===== src/rtl/router_pkg.sv =====
// Shared constants for the router: controller state encoding and port address values.
// Latency: n/a (types, constants and one combinational helper only).
// Backpressure: n/a.
//
// Contents:
//   state_t      - 3-bit encoding of the eight router controller states
//   ADDR_INVALID - header address value that selects no output port
//   sel_port()   - picks the per-port flag addressed by a 2-bit port number
package router_pkg;

  typedef enum logic [2:0] {
    DECODE_ADDRESS     = 3'b000,
    LOAD_FIRST_DATA    = 3'b001,
    LOAD_DATA          = 3'b010,
    FIFO_FULL_STATE    = 3'b011,
    LOAD_AFTER_FULL    = 3'b100,
    LOAD_PARITY        = 3'b101,
    CHECK_PARITY_ERROR = 3'b110,
    WAIT_TILL_EMPTY    = 3'b111
  } state_t;

  localparam logic [1:0] ADDR_INVALID = 2'b11;

  // Select flags[idx] for idx 0..2; the invalid address selects nothing.
  function automatic logic sel_port(input logic [2:0] flags, input logic [1:0] idx);
    logic res;
    case (idx)
      2'd0:    res = flags[0];
      2'd1:    res = flags[1];
      2'd2:    res = flags[2];
      default: res = 1'b0;
    endcase
    return res;
  endfunction

endpackage


===== src/rtl/router_fsm.sv =====
// Router controller FSM: decodes the header address, sequences payload/parity loading into one of three FIFOs.
// Latency: one clock from input to state change; all outputs are decodes of the registered state.
// Backpressure: a full target FIFO parks the FSM in FIFO_FULL_STATE; a non-empty target parks it in WAIT_TILL_EMPTY.
//
// Ports:
//   clock, reset                   - rising-edge clock, synchronous active-high reset
//   pkt_valid, data_in[1:0]        - packet strobe and header address bits from the source
//   fifo_empty_0/1/2, soft_reset_* - per-port FIFO empty flags and timeout flushes
//   fifo_full, low_pkt_valid, parity_done - status of the selected FIFO and register block
//   detect_add .. busy             - state decodes driving the register block, sync block and source
module router_fsm
  import router_pkg::*;
(
  input  logic       clock,
  input  logic       reset,
  input  logic       pkt_valid,
  input  logic [1:0] data_in,
  input  logic       fifo_empty_0,
  input  logic       fifo_empty_1,
  input  logic       fifo_empty_2,
  input  logic       soft_reset_0,
  input  logic       soft_reset_1,
  input  logic       soft_reset_2,
  input  logic       fifo_full,
  input  logic       low_pkt_valid,
  input  logic       parity_done,
  output logic       detect_add,
  output logic       lfd_state,
  output logic       ld_state,
  output logic       full_state,
  output logic       laf_state,
  output logic       rst_int_reg,
  output logic       write_enb_reg,
  output logic       busy
);

  state_t     state_q, state_d;
  logic [1:0] addr_q, addr_d;

  logic [2:0] fifo_empty;
  logic [2:0] soft_reset;

  assign fifo_empty = {fifo_empty_2, fifo_empty_1, fifo_empty_0};
  assign soft_reset = {soft_reset_2, soft_reset_1, soft_reset_0};

  // State register
  always_ff @(posedge clock) begin
    if (reset) begin
      state_q <= DECODE_ADDRESS;
      addr_q  <= 2'b00;
    end else begin
      state_q <= state_d;
      addr_q  <= addr_d;
    end
  end

  // Next-state logic
  always_comb begin
    state_d = state_q;
    addr_d  = addr_q;

    case (state_q)
      DECODE_ADDRESS: begin
        if (pkt_valid) begin
          // The address is captured even when invalid; it is only consulted outside this state.
          addr_d = data_in;
          if (data_in != ADDR_INVALID) begin
            // Decode uses the live header bits, not the captured address, so the
            // FIFO check happens in the same cycle the header is presented.
            if (sel_port(fifo_empty, data_in)) state_d = LOAD_FIRST_DATA;
            else                               state_d = WAIT_TILL_EMPTY;
          end
        end
      end

      LOAD_FIRST_DATA: state_d = LOAD_DATA;

      LOAD_DATA: begin
        if (fifo_full)       state_d = FIFO_FULL_STATE;
        else if (!pkt_valid) state_d = LOAD_PARITY;
      end

      FIFO_FULL_STATE: begin
        if (!fifo_full) state_d = LOAD_AFTER_FULL;
      end

      LOAD_AFTER_FULL: begin
        if (parity_done)        state_d = DECODE_ADDRESS;
        else if (low_pkt_valid) state_d = LOAD_PARITY;
        else                    state_d = LOAD_DATA;
      end

      LOAD_PARITY: state_d = CHECK_PARITY_ERROR;

      CHECK_PARITY_ERROR: begin
        // The parity byte itself may have filled the FIFO.
        if (fifo_full) state_d = FIFO_FULL_STATE;
        else           state_d = DECODE_ADDRESS;
      end

      WAIT_TILL_EMPTY: begin
        if (sel_port(fifo_empty, addr_q)) state_d = LOAD_FIRST_DATA;
      end

      default: state_d = DECODE_ADDRESS;
    endcase

    // A timeout flush on the port being written abandons the packet from any
    // active state; flushes on other ports do not concern this packet.
    if ((state_q != DECODE_ADDRESS) && sel_port(soft_reset, addr_q)) begin
      state_d = DECODE_ADDRESS;
    end
  end

  // Output decode
  assign detect_add    = (state_q == DECODE_ADDRESS);
  assign lfd_state     = (state_q == LOAD_FIRST_DATA);
  assign ld_state      = (state_q == LOAD_DATA);
  assign full_state    = (state_q == FIFO_FULL_STATE);
  assign laf_state     = (state_q == LOAD_AFTER_FULL);
  assign rst_int_reg   = (state_q == CHECK_PARITY_ERROR);
  assign write_enb_reg = (state_q == LOAD_DATA) ||
                         (state_q == LOAD_AFTER_FULL) ||
                         (state_q == LOAD_PARITY);
  assign busy          = !((state_q == DECODE_ADDRESS) || (state_q == LOAD_DATA));

endmodule

===== config.mk =====
export PLATFORM = sky130hd
export DESIGN_NAME = router_fsm
export DESIGN_NICKNAME = d
export VERILOG_FILES = /design/src/rtl/router_pkg.sv /design/src/rtl/router_fsm.sv
export SDC_FILE = /design/constraint.sdc
export NUM_CORES = 1
export LEC_CHECK = 0
export BUFFER_PORTS_ARGS = -buffer_cell sky130_fd_sc_hd__buf_4
export CORE_MARGIN = 5
export CORE_UTILIZATION = 30
export DETAILED_ROUTE_END_ITERATION = 10
export GPL_ROUTABILITY_DRIVEN = 0
export REMOVE_ABC_BUFFERS = 1
export SLEW_MARGIN = 10
export SYNTH_ARGS = -nofsm -noshare
export SYNTH_HDL_FRONTEND = slang
export SYNTH_SLANG_ARGS = --single-unit

===== constraint.sdc =====
create_clock -name clock -period 1.3 [get_ports clock]
set_input_delay 0.26 -clock clock [delete_from_list [all_inputs] [get_ports clock]]
set_output_delay 0.26 -clock clock [all_outputs]
set_load 0.02 [all_outputs]

== Yosys cells after proc, flatten, opt, wreduce, memory -nomap -nowiden ==
Index checks and enable logic that the tools add are counted.
Storage, ports and cells
  bits in latches: 0
  bits in read-only memories: 0
  input port bits: 14
  bits in registers: 5
  memory bits (writable): 0
  logic and storage cells: 49
  output and inout port bits: 8
  memories: 0
Cells by class
  bitwise logic cells: 0
  shift-type cells: 0
  reduce and logical (&&, ||, !) cells: 12
  mux-type cells: 18
  add/subtract/negate cells: 0
  divide/modulo/power cells: 0
  eq/ne operators: 17
  multipliers: 0
  order comparisons: 0
Operators with widths (count)
  3-bit two-way mux: 9
  3-bit one-hot mux with 8 select lines: 1
  3-bit equality test (second input constant): 4
  1-bit one-hot mux with 3 select lines: 3
  2-bit != test (second input constant): 4
  3-bit by 2-bit equality test with 1-bit output (second input constant): 2
  5-bit AND reduction: 1
  2-bit by 1-bit equality test with 1-bit output (second input constant): 2
  2-bit equality test (second input constant): 2
  2-bit logical NOT: 2
  1-bit two-way mux: 4
  3-bit by 1-bit equality test with 1-bit output (second input constant): 1
  3-bit logical NOT: 1
  1-bit logical OR: 3
  3-bit != test (second input constant): 1
  3-bit nonzero test: 1
  2-bit two-way mux: 1
  2-bit by 1-bit != test with 1-bit output (second input constant): 1
  2-bit AND reduction: 1
  2-bit OR reduction: 1
  1-bit logical AND: 1
  1-bit logical NOT: 1

== Depth between registers and ports, before layout ==
Gate-level depths: netlist of run 1.
  word-level depth: 9
  gate-level depth with buffers: 5
  mapped depth without buffers: 4

== Worst setup path after synthesis of run 1 ==
No wires, ideal clock.
  path type: reg2out
  from: reg state_q[0]
  to: out write_enb_reg
  path buffers: 1
  required time: 1.040 ns
  cell stages (with the launch flop): 4
  arrival time: 1.325 ns
  slack: -0.285 ns
  path through: dfxtp_1 -> buf_2 -> or2b_2 -> o21ai_0
Between the ends
  word-level cells in the longest chain between the ends: 3
  elaborated cells on any way between the ends: 5
  classes of those cells: eq/ne: 3; reduce/logical: 2
Ends and longest elaborated chain
  start: declaration: line router_fsm.sv:37  | state_t state_q, state_d;
  start signal: assignment: line router_fsm.sv:52  | state_q <= state_d;
  3-bit by 2-bit equality test with 1-bit output / 3-bit equality test (equally long branches): line router_fsm.sv:122, router_fsm.sv:123
  1-bit logical OR: line router_fsm.sv:122  | assign write_enb_reg = (state_q == LOAD_DATA) ||
  1-bit logical OR *: line router_fsm.sv:123  | (state_q == LOAD_AFTER_FULL) ||
  end: declaration: line router_fsm.sv:33  | output logic write_enb_reg,
Mark *: on every way between the ends. The rest lies on a longest branch, timed or not.

== Worst setup path after layout of run 1 ==
  from: reg state_q[1]
  to: out laf_state
Between the ends
  word-level cells in the longest chain between the ends: 1
Ends and longest elaborated chain
  3-bit equality test: line router_fsm.sv:120  | assign laf_state = (state_q == LOAD_AFTER_FULL);
  end: declaration: line router_fsm.sv:31  | output logic laf_state,
No other way between the ends.

==> results list, run 1 <==
- In this run the power density over the cells is 2704 nW/µm².
* Total leakage power: 0.4070 nW
- Unrepaired setup endpoints after global routing: true
- Sw Ratio: 40.49%
- In this design, the stage delay of the slowest critical-path cell is 330 ps.
- VDD sags by at most 1.342 mV.
- Net total in the final layout: 115
- Aggregate global-route resource usage: 12.00%
- At the worst endpoint, the required time is 1040 ps.
- The share of total power dissipated in sequential elements is 14.2%.
- Total length of routed wires: 1.500 mm
* TritonCTS Buffers: 3
- Met2 wire len: 795 µm
- In the final routed layout, each cell accounts on average for 12.93 µm.
* Int Pwr: 1.451 mW
- Top fanout value on the critical path: 4
* Number of nets still failing antenna checks after routing: 0
- Critical hold path startpoint: reset
- The critical path is of the flip-flop to output pin type.
- M1 WL: 615 µm
- The highest layer touched by signal routing is met3.
* Count of non-filler cells in the finished layout: 116
- Compared with the post-synthesis result, the final layout area differs by 86.31%.
- Number of inserted diodes: 0
- Starting Density: 31.77%
- Count of buffers from port buffering: 21
- Top flip-flop cell by instance count after synthesis: dfxtp_1
- Number of warnings reported in the yosys synthesis log: 0
- Total setup violations reported at the end of the flow: 11
- Synthesis inferred 5 register bits.
- In the layout the commonest cells are buf_4, buf_6, nand2_1, nor2_1, a21oi_1.
- Hold is met by 203.2 ps.
- Reported net switching power: 0.9876 mW
* Critical path launch point type: flip-flop
- Die height: 50.18 µm
- FF-to-FF path depth: 6
- Number of cells produced by synthesis: 60
* Overflow after GRT: 0
- The smallest clock period supported by the final layout is computed as 1465 ps.
- The number of global-route vias before repair came to 585.
- The count of endpoints failing hold in the final timing report was 0.
- Summed over all nets, the half-perimeter wirelength after detailed placement is 1.048 mm.
- The first detailed-routing pass ran for 3 iterations.
- Fill cells in the final layout number 148.
- Finished Core Util: 59.20%
- Worst hold-check path type: primary input to flip-flop
- Total instance count after detailed placement: 103
- Most common cell after layout, fill and taps aside: buf_4
* Violations in the final reports: negative setup slack
* Floorplan row count: 14
* Post-route clock period utilization: 112.7%
- The region available for standard cell placement spans 1524 µm².
- Syn_area_per_cell: 8.070 µm²
- Detail-routed via count per cell: 5.121
* Overall power after layout: 2.439 mW
- Clock buffer depth: 2
* Critical Path End Type: output pin
- TritonCTS built the clock tree.
- The critical path contains buffers and inverters numbering 2 combined.
* Final Skew: 2.564 ps
* Post-route DRC violation count: 0
- Insertion delay of the later-clocked pin in the worst-skew pair: 240 ps
* Library cells used by synthesis: 34
- Clock tree synthesis selected as its root buffer the cell clkbuf_4.
* Area of the die: 2518 µm²
* Max Clock Freq: 682.7 MHz
* Share of cells above drive strength 1: 58.00%
* Final slew viol count: 0
* Critical path's slowest cell: dfxtp_2
- The worst hold path was traced through 2 stages.
- Asr flop ratio synth: 0%
- The final route contains 594 vias.
* First-pass GRT wire length: 2.408 mm
- Count of boundary I/O pins: 22
* Clk network pwr share: 7.6%
- List of cells traversed by the critical path: buf_6 > or2b_1 > nor2_1 > buf_4
- Met3 wirelength from detailed routing: 90 µm
- Initial antenna violation count: 0
- Maximum number of pins on one net before global-route repair: 8
* Slew headroom: 86.12%
- The endpoint identified for the worst register-to-register timing path is state_q[1].
* Total of hold buffers inserted after clock tree synthesis: 0
- The synthesized design contains 0 enable-type register cells.
- Prior to clock tree synthesis, the placed netlist has a worst setup slack of -6.089 ps.
* Iteration-0 DRC Markers: 2
- Worst hold endpoint: addr_q[0]
- The startpoint identified for the worst register-to-register timing path is state_q[1].
- Worst slew pin tran: 202.4 ps
* Worst Path Arrival: 1200 ps
* Min setup slack post-route: -164.8 ps
* Setup slack on the worst flop-to-flop path: -130 ps
- Broken down by cell family, the worst path's largest delay share belongs to simple AND/OR/NAND/NOR gates.
- For this design, the sink count on the clock tree is 5.
- Clock-pin slew was measured on the worst setup and hold paths at 50 ps.
- The mapped netlist covers 484.2 µm².
* Floorplan die width: 50.18 µm
* Fraction of the yosys area taken by sequential cells: 20.67%
* Portion of total power attributed to combinational logic: 78.2%
- Maxcap violations: 0
* CTS H-Tree Depth: 1
- Outcome: complete, but fails checks
## logic make-up (layout without fill, tap and decap cells)
logic type / count (synthesis) / count (layout) / synth area share [%]
mux: 4 / 4 / 9.302
buf+inv: 4 / 44 / 5.683
simple gates: 28 / 28 / 33.85
compound gates: 19 / 19 / 30.49
flops: 5 / 5 / 20.67
## repair_timing
action                                  CTS  global route
pin swaps                                 3             1
gates resized for setup                  18             8
endpoints found under the setup margin   10            13
setup buffers                             6             3
endpoints found under the hold margin     0             0
## state kept, by name, summed over array words and instances, names as in the netlist
register,count
addr_q,2
state_q,3
## through the flow
stage | setup TNS (ps) | instance area (µm²)
2_1_floorplan | -697.0 | 460.4
6_report | -1102 | 902.1
3_3_place_gp | -39.53 | 718.2
4_1_cts | -921.4 | 840.8
5_1_grt | -1712 | 902.1
3_5_place_dp | -6.089 | 718.2
## power by group through the flow
stage | logic [mW] | registers, mW | clock network [mW]
6_report | 1.91 | 0.346 | 0.186
5_1_grt | 2.05 | 0.358 | 0.203
4_1_cts | 1.69 | 0.345 | 0.192
3_5_place_dp | 1.36 | 0.318 | 0
3_3_place_gp | 1.37 | 0.324 | 0
2_1_floorplan | 0.706 | 0.358 | 0
## Yosys cell counts (all sizes together), types with 2 or more instances
| master | count | share of area (%) |
|---|---|---|
| dfxtp | 5 | 21 |
| a21boi | 2 | 3.1 |
| nand3 | 3 | 3.1 |
| nand2 | 8 | 6.2 |
| or2b | 2 | 3.4 |
| nand2b | 3 | 3.9 |
| nor2 | 4 | 3.1 |
| buf | 3 | 4.9 |
| nand3b | 2 | 3.1 |
| mux2i | 3 | 6.2 |
| o21ai | 3 | 3.1 |
| a21oi | 5 | 5.9 |
## how the worst max path moves through the flow
stage                           from       endpoint  slack (ps)  cells after the start
after floorplan           state_q[1]  write_enb_reg        -290                      2
after global placement    state_q[0]     state_q[1]         -20                      5
after detailed placement  state_q[2]  write_enb_reg          -6                      3
after CTS                 state_q[1]  write_enb_reg        -180                      4
after global routing      state_q[1]      laf_state        -240                      4
final                     state_q[1]      laf_state        -160                      4
## final cells by class
| cell class | instances | area, µm² | share of cell area, % |
|---|---|---|---|
| clock buffer | 4 | 26.28 | 2.913 |
| inverter | 1 | 3.754 | 0.4161 |
| timing repair buffer | 39 | 339.1 | 37.59 |
| sequential | 5 | 110.1 | 12.21 |
| tap | 16 | 20.02 | 2.219 |
| multi-input combinational | 51 | 402.9 | 44.66 |
## worst register-to-register path, cell delays in order, from the launching register on
cell     delay (ps)
dfxtp_2         330
buf_6           130
or2b_1          260
buf_4           140
buf_4           130
o32ai_2         230
o31a_1          150
## layer usage
| layer | global-route usage [%] | up-vias |
|---|---|---|
| met2 | 20.29 | 16 |
| met5 | 0 | - |
| met3 | 5.917 | 0 |
| met1 | 13.29 | 274 |
| met4 | 3.057 | 0 |
| li1 | - | 304 |
Power figures use the tool's default switching activity.
==> run 2: changes to the inputs <==
- CTS_BUF_LIST: unset -> sky130_fd_sc_hd__clkbuf_8
==> run 2 against run 1 <==
Effect of this change:
- the flow still finishes with violations (negative setup slack)
- sequential power barely moved
- fmax increased by 1.6%
- global-route usage rose by 0.30 points
- critical path depth did not move
- combinational power hardly changed
- critical endpoint unchanged
- highest routed layer unchanged
==> results list, run 2 (synthesis gave the netlist of run 1 again) <==
- Maxcap violations: 0
- The first detailed-routing pass took 4 iterations.
* Initial antenna violation count: 0
* HPWL after detailed placement: 1.048 mm
- Ranked by flip-flop count, first place goes to state_q.
* Worst slew pin tran: 202.6 ps
- Worst slack after detailed placement: -6.089 ps
* CTS clock-pin slew for the worst setup and hold paths: 40 ps
* First-pass GRT wire length: 2.442 mm
* Vias in the first global route: 596
- Share of cells above drive strength 1: 56.57%
- After global routing the overflow that remains totals 0.
- Total of hold buffers inserted after clock tree synthesis: 0
- Flip-flop count of the largest register, all copies and words added: 3
- Clock tree from TritonCTS: built
- The final route contains 594 vias.
* Final slew viol count: 0
- Aggregate global-route resource usage: 12.30%
- CTS sink cnt: 5
* Area of the die: 2518 µm²
* Critical Path End Type: output pin
- Setup Crit Path Kind: flip-flop to output pin
* Die height: 50.18 µm
* Net total in the final layout: 114
- Setup slack on the worst flop-to-flop path: -20 ps
- Max Clock Freq: 693.7 MHz
- After floorplanning, the core was divided into 14 placement rows.
* Number of hold violations in the final report: 0
* Unrepaired setup endpoints after global routing: true
- The number of antenna diodes in the final layout is 0.
* Most common cell after layout, fill and taps aside: buf_4
- The run finished, with violations left.
* Detail-routed via count per cell: 5.165
* Count of boundary I/O pins: 22
- Largest registers: state_q (3), addr_q (2)
- In this run the power density over the cells is 2756 nW/µm².
- The worst hold path terminates at addr_q[0].
- Compared with the post-synthesis result, the final layout area differs by 88.11%.
- The analysis attributes to cell leakage a power of 0.4145 nW.
- The count of nets left with antenna violations once routing finished came out at 0.
- In the final routed layout, each cell accounts on average for 13.15 µm.
- Worst Path Arrival: 1180 ps
- From left edge to right edge, the die measures 50.18 µm.
- Maximum number of pins on one net before global-route repair: 8
* Min setup slack post-route: -141.6 ps
* Critical path launch point type: flip-flop
- After floorplanning, the core was sized to cover 1524 µm².
- In the layout the commonest cells are buf_4, buf_6, nand2_1, nor2_1, a21oi_1.
- At the later pin of the worst-skew pair, clock insertion delay measures 220 ps.
- Total setup violations reported at the end of the flow: 10
- Total power for the finished layout comes to 2.510 mW.
- Counting I/O delays and the setup requirement, the final critical path takes 1442 ps.
- The number of clock buffers added by TritonCTS is 3.
- Violations in the final reports: negative setup slack
* FF-to-FF path depth: 6
- Hold timing on the final database bottoms out at a slack of 227.3 ps.
- Across the VDD grid, the largest voltage drop is 1.477 mV.
- CTS H-Tree Depth: 1
- Worst Path Required: 1040 ps
- Of all nets on the critical path, the largest fanout is 4.
- The clock passes through at most 2 buffers.
* Worst hold path depth: 2
* Total length of routed wires: 1.512 mm
* Starting Density: 31.77%
- The clock arrives with 1.117 ps of skew.
* Launch point of the worst reg-to-reg path: state_q[2]
* Count of buffers from port buffering: 21
* Iteration-0 DRC Markers: 4
- Post-route clock period utilization: 110.9%
- Critical hold path startpoint: reset
- In this run the critical register-to-register path is captured at state_q[0].
- In this run the worst hold path is classified as primary input to flip-flop.
- The worst pin sits at a relative slew slack of 86.11%.
* Post-route DRC violation count: 0
- CTS placed an instance of clkbuf_8 at the clock tree root.
-- run 2: cell types whose count changed in the layout (fill, tap and decap cells not counted) --
cell      delta
clkbuf_1     -1
buf_4        -1
clkbuf_8     +3
nand2_1      +1
inv_1        +1
clkbuf_4     -3
nand2_2      -1
-- run 2: metal layers --
| metal | share of wire, % | global-route usage, % | routed length [µm] |
|---|---|---|---|
| met5 | 0 | 0 | 0 |
| met4 | 0 | 3.057 | 0 |
| met3 | 6.3 | 6.805 | 96 |
| met2 | 53 | 20.71 | 802 |
| met1 | 41 | 13.29 | 613 |
-- run 2: worst max-delay path by stage --
stage	slack, ps	end	startpoint	depth (start not counted)
6_report	-140	laf_state	state_q[1]	4
5_1_grt	-210	laf_state	state_q[1]	4
4_1_cts	-150	write_enb_reg	state_q[1]	4
3_5_place_dp	-6	write_enb_reg	state_q[2]	3
3_3_place_gp	-20	state_q[1]	state_q[0]	5
2_1_floorplan	-290	write_enb_reg	state_q[1]	2
-- run 2: timing repair --
item	CTS	global route
endpoints found under the setup margin	10	13
setup buffers	6	2
pin swaps	3	1
gates resized for setup	18	7
-- run 2: power by group --
part	switching, mW	total, mW	internal (mW)	leakage [nW]
logic	0.803	1.88	1.08	0.344
clock network	0.0812	0.284	0.203	0.0269
registers	0.107	0.348	0.241	0.0432
-- run 2: metrics by stage --
| stage | area, µm² | utilization, % | std cells | setup TNS, ps |
|---|---|---|---|---|
| after global placement | 718.2 | 47.13 | 103 | -39.53 |
| after floorplan | 460.4 | - | 57 | -697.0 |
| after global routing | 910.9 | 59.77 | 115 | -1284 |
| after CTS | 859.6 | 56.40 | 113 | -686.0 |
| final | 910.9 | 59.77 | 115 | -684.6 |
| after detailed placement | 718.2 | 47.13 | 103 | -6.089 |
-- run 2: layout make-up --
| cell class | instances | area (µm²) |
|---|---|---|
| Fill cell | 146 | 613.1 |
| Sequential cell | 5 | 110.1 |
| Clock inverter | 1 | 3.754 |
| Clock buffer | 3 | 41.29 |
| Tap cell | 16 | 20.02 |
| Timing Repair Buffer | 38 | 331.6 |
| Inverter | 1 | 3.754 |
| Multi-Input combinational cell | 51 | 400.4 |
-- run 2: critical path: stages, from the launching register on --
cell     delay (ps)
dfxtp_2         330
buf_6           130
or2b_1          260
nor2_1          100
buf_4           140
==> run 3: changes to the inputs <==
- ABC_AREA: unset -> 1
==> run 3 against run 2 <==
Effect of this change:
- the run still ends with negative setup slack left
- first-iteration DRC count grew to 4.0 times the previous value
- combinational power down 43%
- register-to-register slack improved by 180 ps
- via count is 15% higher
- die area increased by 12%
- cell area shrank 5.4%
- flip-flop and latch count unchanged
- worst setup slack improved by 140 ps
- highest routed layer is now met4
==> results list, run 3 <==
- Worst vdd ir: 0.8798 mV
* Total setup violations reported at the end of the flow: 1
* Critical Path Start: state_q[0]
- Of all nets on the critical path, the largest fanout is 8.
* Critical hold path startpoint: reset
- The number of hold buffers added after CTS was 0.
* Detail-routed via count per cell: 4.573
- Floorplan row count: 15
- The path class of the tightest hold or removal check is primary input to flip-flop.
* List of cells traversed by the critical path: inv_4 > nand2_4 > nor2_4 > buf_6
* Min setup slack post-route: -5.163 ps
- Critical Path Stages: 4
- In this run the critical register-to-register path is captured at state_q[0].
* M1 WL: 707 µm
- Insertion delay of the later-clocked pin in the worst-skew pair: 230 ps
* CTS sink cnt: 5
- The worst pin sits at a relative slew slack of 88.94%.
* Largest registers: state_q (3), addr_q (2)
* Met3 wirelength from detailed routing: 143 µm
- Post-route DRC violation count: 0
* Final slew viol count: 0
- The routed design has 1.554 mm of wire.
- The startpoint identified for the worst register-to-register timing path is state_q[0].
- Worst hold endpoint: state_q[2]
- Floorplan die width: 53.13 µm
- Overflow after GRT: 0
- Kind of cell adding the most delay to the critical path: flip-flops
* FF-to-FF path depth: 9
* Post-synthesis instance area: 558.0 µm²
* Max Clock Freq: 766.2 MHz
- Number of warnings reported in the yosys synthesis log: 0
- Buffer type at the clock tree root: clkbuf_8
* Most used cells in the layout excluding fill and tap cells: buf_4, nand2_1, nand3_1, nor2_1, inv_1
- Asr flop ratio synth: 0%
- Fraction of the yosys area taken by sequential cells: 17.94%
- The repair_antennas step left the layout with diodes totalling 0.
* Count of buffers from port buffering: 21
* Power Dens Cells: 1953 nW/µm²
- Once detail routing completed, the nets flagged for antenna violations numbered 0.
- In this run, CTS created clock tree buffers numbering 3.
* Unrepaired setup endpoints after global routing: true
- HPWL after detailed placement: 1.280 mm
* Clock buffer depth: 2
* Vias in the first global route: 648
- Number of hold violations in the final report: 0
* Most used standard cells in the synthesized netlist: nand2_1, nand3_1, nor2_1
- The initial utilization of the core area, before any placement, comes to 31.97%.
* Outcome: complete, but fails checks
* Worst slack after detailed placement: 90.34 ps
- After synthesis the netlist holds a flip-flop and latch count of 5.
- After layout, the worst path uses 100.4% of the clock period.
* Worst Path Arrival: 1050 ps
* Max layer used: met4
- Library cells used by synthesis: 19
* Setup slack on the worst flop-to-flop path: 160 ps
- Number of cells produced by synthesis: 98
- Counting both buffers and inverters, the worst setup path holds a total of 2.
- The die covers 2823 µm².
- In the post-synthesis netlist, the cell with the most instances is nand2_1.
* Router iterations before antenna repair: 4
* CTS H-Tree Depth: 1
- Largest Register: state_q
- Maxcap violations: 0
* Top flip-flop cell by instance count after synthesis: dfxtp_1
- The top cell type by area accounts for 17.94% of the synthesized area.
- CTS clock-pin slew for the worst setup and hold paths: 40 ps
* Flip-flop count of the largest register, all copies and words added: 3
- The routed design could run at a clock period as short as 1305 ps.
- Aggregate global-route resource usage: 12.38%
* Core ar.: 1745 µm²
- The largest individual stage delay along the critical path comes from the cell dfxtp_4.
- Share of cells above drive strength 1: 41.60%
- Mean routed wirelength per cell: 10.36 µm
- For this block, the via count after detailed routing is 686.
- Final Skew: 4.301 ps
* Met2 wire len: 682 µm
- Largest area contributor in the netlist: dfxtp_1
- Entering global routing, the biggest net connects 9 pins.
* Clock tree from TritonCTS: built
* Worst slew pin tran: 165.2 ps
- After synthesis, the cell types taking the most area are dfxtp_1, nand3_1, nand2_1.
- Setup Crit Path Kind: flip-flop to output pin
- Initial antenna violation count: 0
- In this run, synthesis inferred 0 flip-flops with an integrated enable.
- Total leakage power: 0.4673 nW
- Leaving out fill and tap cells, the most frequent cell in the layout is buf_4.
* Count of boundary I/O pins: 22
- STA classifies the critical path endpoint as an output pin.
- From bottom edge to top edge, the die measures 53.13 µm.
* Net total in the final layout: 140
- Violations in the final reports: negative setup slack
* Post-synthesis to final-layout area growth: 54.48%
- Averaged over all synthesized cells, the footprint is 5.694 µm².
- Critical path launch point type: flip-flop
- The detailed router finished its first iteration with 16 violations.
- Along the worst hold path, the cell count comes to 4.
- STA puts the critical path data required time at 1040 ps.
* Maximum cell stage delay along the critical path: 380 ps
* First-pass GRT wire length: 2.587 mm
* Overall power after layout: 1.683 mW
-- run 3: routing by layer --
layer  global-route usage, %  vias to the layer above
li1                        -                      369
met1                   15.08                      288
met2                   19.21                       25
met3                   4.789                        4
met4                   5.106                        0
met5                       0                        -
-- run 3: how the worst max path moves through the flow --
stage / to / slack [ps]
4_1_cts: laf_state / 4
6_report: detect_add / -5
3_5_place_dp: write_enb_reg / 90
5_1_grt: detect_add / -50
3_3_place_gp: state_q[0] / 80
2_1_floorplan: rst_int_reg / -30
-- run 3: layout make-up --
cell class                 instances  area (µm²)
sequential                         5       111.4
clock inverter                     1       3.754
multi-input combinational         73       396.6
timing repair buffer              25       202.7
fill                             196       883.3
tap                               25       31.28
inverter                          18       75.07
clock buffer                       3       41.29
-- run 3: power by group --
group	leakage (nW)	switching, mW	internal (mW)
registers	0.0433	0.0931	0.223
clock network	0.0269	0.0902	0.204
logic	0.397	0.614	0.459
-- run 3: cell families after synthesis --
kind of cell,count (synthesis),share of synthesized area [%]
flip-flops,5,17.94
AO/OA/AOI/OAI,5,4.484
AND/OR/NAND/NOR,68,61.21
buffers and inverters,20,16.37
-- run 3: repair_timing --
item,CTS,global route
setup buffers,1,1
endpoints found under the setup margin,7,6
resized for setup,11,8
pin swaps,0,1
-- run 3: per-stage QoR --
stage | util, % | hold WS (ps) | instance area [µm²] | cells | TNS [ps]
final | 49.39 | 328.5 | 862.1 | 150 | -5.163
after global routing | 49.39 | 347.8 | 862.1 | 150 | -125.6
after CTS | 47.38 | 336.3 | 827.0 | 149 | 0
after detailed placement | 42.58 | 559.0 | 743.2 | 144 | 0
after global placement | 42.58 | 553.2 | 743.2 | 144 | 0
after floorplan | - | 450.7 | 539.3 | 96 | -26.22
-- run 3: worst reg2reg max path: stages, from the launching register on --
cell and delay (ps):
dfxtp_4 380, inv_4 100, nand2_4 60, nor2_4 150
inv_2 40, nand2_1 110, nand2_1 60, nor2_1 80
nand2_1 60, inv_1 50
